$ cat src/rtl/general_divider_pkg.sv
// general_divider_pkg
//   Shared defaults for the restoring divider slice.
//   DEF_WIDTH_A : dividend / quotient width
//   DEF_WIDTH_B : divisor / remainder width (1 <= WIDTH_B <= WIDTH_A)
package general_divider_pkg;
  localparam int DEF_WIDTH_A = 8;
  localparam int DEF_WIDTH_B = 4;
endpackage

$ cat src/rtl/general_divider_div_step.sv
// div_step
//   One restoring shift-subtract step (purely combinational).
//   ra_i : current {partial remainder, dividend/quotient bits}
//   b_i  : latched divisor
//   ra_o : next shift-register value with the new quotient bit in bit 0
module div_step
  import general_divider_pkg::*;
#(
  parameter int WIDTH_A = DEF_WIDTH_A,
  parameter int WIDTH_B = DEF_WIDTH_B
) (
  input  logic [2*WIDTH_A-1:0] ra_i,
  input  logic [WIDTH_B-1:0]   b_i,
  output logic [2*WIDTH_A-1:0] ra_o
);

  logic [WIDTH_A:0]   rem_ext;
  logic [WIDTH_A:0]   b_ext;
  logic [WIDTH_A-1:0] diff;
  logic               take;

  // Shifted upper half kept one bit wider so the bit shifted out of the
  // register still takes part in the compare (matters when WIDTH_B == WIDTH_A).
  assign rem_ext = ra_i[2*WIDTH_A-1:WIDTH_A-1];
  assign b_ext   = {{(WIDTH_A+1-WIDTH_B){1'b0}}, b_i};
  assign take    = (rem_ext >= b_ext);
  // When take is set the true difference is below B, so WIDTH_A bits suffice.
  assign diff    = rem_ext[WIDTH_A-1:0] - b_ext[WIDTH_A-1:0];

  always_comb begin
    ra_o = {ra_i[2*WIDTH_A-2:0], 1'b0};
    if (take) begin
      ra_o[2*WIDTH_A-1:WIDTH_A] = diff;
      ra_o[0]                   = 1'b1;
    end
  end

endmodule

$ cat src/rtl/general_divider.sv
// general_divider
//   Restoring shift-subtract unsigned divider, one quotient bit per clock.
//   Runs once after reset release; the result then holds until next reset.
//   clk   : clock
//   reset : asynchronous active-low reset
//   A, B  : dividend, divisor (sampled only in LOAD)
//   Q, R  : registered quotient / remainder
//   done  : Q and R valid
//   ra    : live {remainder, dividend/quotient} shift register (debug)
//
//   state | meaning
//   LOAD  | latch A and B, clear step counter
//   RUN   | one shift-subtract step per edge, WIDTH_A steps
//   DONE  | result held until reset
module general_divider
  import general_divider_pkg::*;
#(
  parameter int WIDTH_A = DEF_WIDTH_A,
  parameter int WIDTH_B = DEF_WIDTH_B
) (
  input  logic                 clk,
  input  logic                 reset,
  input  logic [WIDTH_A-1:0]   A,
  input  logic [WIDTH_B-1:0]   B,
  output logic [WIDTH_A-1:0]   Q,
  output logic [WIDTH_B-1:0]   R,
  output logic                 done,
  output logic [2*WIDTH_A-1:0] ra
);

  localparam int CNT_W = $clog2(WIDTH_A + 1);

  typedef enum logic [1:0] {
    LOAD = 2'd0,
    RUN  = 2'd1,
    DONE = 2'd2
  } state_t;

  state_t               state_q, state_d;
  logic [CNT_W-1:0]     cnt_q, cnt_d;
  logic [2*WIDTH_A-1:0] ra_q, ra_d;
  logic [WIDTH_B-1:0]   b_q, b_d;
  logic [WIDTH_A-1:0]   q_q, q_d;
  logic [WIDTH_B-1:0]   r_q, r_d;
  logic                 done_q, done_d;
  logic [2*WIDTH_A-1:0] step_ra;

  div_step #(
    .WIDTH_A (WIDTH_A),
    .WIDTH_B (WIDTH_B)
  ) u_step (
    .ra_i (ra_q),
    .b_i  (b_q),
    .ra_o (step_ra)
  );

  always_ff @(posedge clk or negedge reset) begin
    if (!reset) begin
      state_q <= LOAD;
      cnt_q   <= '0;
      ra_q    <= '0;
      b_q     <= '0;
      q_q     <= '0;
      r_q     <= '0;
      done_q  <= 1'b0;
    end else begin
      state_q <= state_d;
      cnt_q   <= cnt_d;
      ra_q    <= ra_d;
      b_q     <= b_d;
      q_q     <= q_d;
      r_q     <= r_d;
      done_q  <= done_d;
    end
  end

  always_comb begin
    state_d = state_q;
    cnt_d   = cnt_q;
    ra_d    = ra_q;
    b_d     = b_q;
    q_d     = q_q;
    r_d     = r_q;
    done_d  = done_q;
    unique case (state_q)
      LOAD: begin
        b_d     = B;
        ra_d    = {{WIDTH_A{1'b0}}, A};
        cnt_d   = '0;
        state_d = RUN;
      end
      RUN: begin
        ra_d  = step_ra;
        cnt_d = cnt_q + CNT_W'(1);
        // Last step: results are taken from the freshly computed ra.
        if (cnt_q == CNT_W'(WIDTH_A - 1)) begin
          state_d = DONE;
          q_d     = step_ra[WIDTH_A-1:0];
          r_d     = step_ra[WIDTH_B+WIDTH_A-1:WIDTH_A];
          done_d  = 1'b1;
        end
      end
      DONE: begin
        state_d = DONE;
      end
      default: begin
        state_d = LOAD;
      end
    endcase
  end

  assign Q    = q_q;
  assign R    = r_q;
  assign done = done_q;
  assign ra   = ra_q;

endmodule

$ cat config.mk
export PLATFORM = sky130hd
export DESIGN_NAME = general_divider
export DESIGN_NICKNAME = d
export VERILOG_FILES = /design/src/rtl/general_divider_pkg.sv /design/src/rtl/general_divider_div_step.sv /design/src/rtl/general_divider.sv
export SDC_FILE = /design/constraint.sdc
export NUM_CORES = 1
export LEC_CHECK = 0
export BUFFER_PORTS_ARGS = -buffer_cell sky130_fd_sc_hd__buf_2
export CAP_MARGIN = 10
export CORE_AREA = 5 5 71 73
export CTS_CLUSTER_DIAMETER = 60
export DETAILED_ROUTE_END_ITERATION = 12
export DIE_AREA = 0 0 76 78
export PLACE_DENSITY = 0.74
export SYNTH_ARGS = -nofsm -noshare
export SYNTH_HDL_FRONTEND = slang
export SYNTH_HIERARCHICAL = 1
export SYNTH_SLANG_ARGS = --single-unit
export TNS_END_PERCENT = 20
$ cat constraint.sdc
create_clock -name clk -period 2 [get_ports clk]
set_input_delay 0.4 -clock clk [delete_from_list [all_inputs] [get_ports clk]]
set_output_delay 0.4 -clock clk [all_outputs]
set_load 0.03 [all_outputs]
==> impl_results.md <==
* FMAX at around 470 MHz
* Synth cell count leaders: dfrtp_1 (39), o21ai_0 (14), nand2_1 (12)
* Total gr overflow at 0
* DRT Wirelength at 4500 microns
* Crit path required time at 2.18 ns
* Via count at 1,471
* Clock Tree Root: clkbuf_8
* Slowest library cell on the worst path: dfrtp_2
* Setup slack at placement at -0.124 ns
* Min Tclk post-route at 2.12 ns
* Worst min path class: in -> async
* Leakage Power at 1.19 nW
* Most frequent CP cell: mux2_4
* CTS buffer count at 5
* Post-synth top area cell: dfrtp_1
* Asr flop ratio synth at 100%
* Htree depth at 2
* Wirelength per Cell at 16.1 microns
* EDFF count, synth at 0
* Worst-margin pin slew at between 0.4 and 0.5 ns
* Die Span X at 76 microns
* Number of diodes at 0
* P per Cell Area at 1280 nW/um^2
* Area Growth Syn to Fin at 28.0%
* Dominant cells by area after synthesis: dfrtp_1 (48%), mux2_4 (8.0%), mux2_2 (5.5%)
* R2R depth at 7
* Vias per inst at 5.25
* Endpoints failing setup at 11
* WP buf/inv at 1
* Maxcap violations at 0
* Die area at 5930 sq um
* Post-synth top area share at 47.6%
* Worst-Skew Late Latency at 0.30 ns
* Count leader, synth: dfrtp_1
* FF-to-FF Start: ra[7]
* R2R setup slack at -0.12 ns
* Reg-to-reg endpoint: R[3]
* Mapped Cells at 170
* Clk pin slew, worst setup/hold paths at 0.08 ns
* TNS Setup at -0.668 ns
* # placed instances at 270
* Total track usage at ~16%
* Initial antenna violation count at 0
* CTS sink cnt at 39
* Post-Syn Area per Cell at 12.1 sq um
* Hold Violations, Final at 0
* Synth cell types at 30
* # port buffers at 42
* First drt pass iteration count at 4
* Layout cells sized above 1 at 51.3%
* Yosys warnings at 6
* Setup Skew at about 0.011 ns
* Critical path class: reg -> reg
* Final worst setup slack at -0.116 ns
* Failing checks: setup timing
* Rows at 24
* First-pass GRT wire length at 7760 microns
* Setup crit end kind: register
* Remaining DRCs at 0
* Seq/Total Area, Yosys at 47.6%
* CTS tree: yes
* Initial core utilization at 47.8%
* Most used DFF post-synth: dfrtp_1
* Longest Clk Path Bufs at 2
* Status: finished with violations
* Ports at 43
* Detail Route Antenna Nets at 0
* Syn nets at 193
* Worst-path cell chain: inv_2 -> ha_4 -> and4b_1 -> a21oi_2 -> nor4b_4 -> mux2_4 -> mux2_4
* CP delay by family, top: multiplexers
* Critical path arrival at 2.30 ns
* Die height at 78 microns
* Fin cells at 280
* Core Region at 4290 sq um
* #FFs+latches synth at 39
* CP max stage delay at between 0.4 and 0.5 ns
* Worst setup SP type: register
* Final worst path period share at 106%
* Mapped Area at roughly 2100 sq um
* Vias in the first global route at about 1,600
* Largest fanout on the critical path at 4
* Max_slew headroom at 67.6%
* Fillers at 351
* RSZ-0062 raised after global routing: yes
* Final GP Congestion at 0.802
* Slew Viols, Final at 0
* Hpwl dp at about 3200 microns
* Largest net degree at the start of global routing at 23
* Starting DRT DRC Count at 70
* Final layout net count at 250
* Max VDD drop at between 500 and 600 uV
==> worst reg2reg max path, stage by stage (launching register included) <==
cell     delay (ns)
dfrtp_2        0.42
inv_2          0.08
ha_4           0.20
and4b_1        0.20
a21oi_2        0.15
nor4b_4        0.33
mux2_4         0.34
mux2_4         0.26
==> cells in the final DEF, fill, tap and decap left out <==
cell type   synthesis  routed
a21oi_1             4       3
a21oi_2             1       2
a22o_1             10      10
and4b_1             1       1
buf_12              0       1
buf_2               3      42
buf_4               9      22
bufinv_16           0       2
clkbuf_8            0       5
clkinvlp_4          0       1
dfrtp_1            39      33
dfrtp_2             0       6
fa_1                1       1
ha_1                8       4
ha_4                0       4
inv_1               8       5
inv_2               0       3
mux2_2             10       9
mux2_4             11      12
mux2i_1            11       9
mux2i_2             0       1
mux2i_4             0       1
nand2_1            12      12
nand2b_1            5       5
nand3_1             1       1
nand4b_2            1       1
nor2_1              5       5
nor2_2              1       1
nor3_2              0       1
nor4b_4             1       1
o21ai_0            14      12
o21ai_1             0       2
o31ai_1             1       1
or2_2               1       1
or4_1               3       3
or4_4               1       1
xnor2_1             2       2
xor2_1              2       2
==> stage by stage <==
step | util, % | hold slack (ns) | instance area (sq um) | total power, mW
CTS | 60.4 | 0.0408 | 2590 | 3.34
global route | 61.2 | 0.0465 | 2630 | 3.55
detailed placement | 56.5 | 0.365 | 2420 | 2.51
floorplan | - | 0.104 | 2090 | 2.07
finish | 61.2 | 0.0328 | 2630 | 3.35
global placement | 56.5 | 0.360 | 2420 | 2.48
==> registers in the layout, indices dropped and copies added, names as in the netlist <==
register and cells:
state_q 2, cnt_q 4, b_q 4, done 1
R 4, ra 16, Q 8
==> worst max path at each step <==
stage	slack, ns	endpoint	cells past startpoint	startpoint
final	-0.12	R[3]	7	ra[7]
after global routing	-0.21	R[1]	8	ra[7]
after CTS	-0.12	R[3]	5	ra[12]
after detailed placement	-0.12	R[1]	8	ra[7]
after global placement	-0.1	R[2]	5	ra[14]
after floorplan	-0.26	R[2]	5	ra[14]
==> power by group <==
| part | internal [mW] | switching [mW] | leakage, nW |
|---|---|---|---|
| combinational | 0.669 | 0.813 | 0.706 |
| clock | 0.498 | 0.288 | 0.0644 |
| sequential | 0.964 | 0.121 | 0.422 |
| total | 2.13 | 1.22 | 1.19 |
==> cell type report <==
type	count	area, sq um	share of cell area, %
well taps	52	65.1	2.48
repair buffers	65	395	15.1
clock buffers	5	68.8	2.62
inverters	8	30.0	1.14
clock inverters	3	67.6	2.57
flip-flops and latches	39	983	37.4
multi-input cells	108	1020	38.7
==> logic make-up after synthesis <==
logic type               count (synthesis)  synth area share (%)
AND/OR/NAND/NOR                         33                  9.76
multiplexers                            32                  18.9
flip-flops                              39                  47.6
AO/OA/AOI/OAI                           30                  9.45
buffers and inverters                   23                  6.77
adder cells (fa/ha/maj)                  9                  5.85
XOR/XNOR                                 4                  1.71
==> repair_timing <==
item / 4_1_cts / 5_1_grt
pin swaps: 5 / 2
hold buffers: 0 / 0
setup buffers: 1 / 1
endpoints found under the setup margin: 12 / 14
gates resized for setup: 5 / 7
==> routing by layer <==
| metal | GRT usage, % | routed length, microns |
|---|---|---|
| met2 | 27.4 | 2310 |
| met1 | 19.4 | 1950 |
| met5 | 0 | 0 |
| met4 | 5.87 | 50 |
| met3 | 5.44 | 202 |
(Power assumes the default switching activity.)
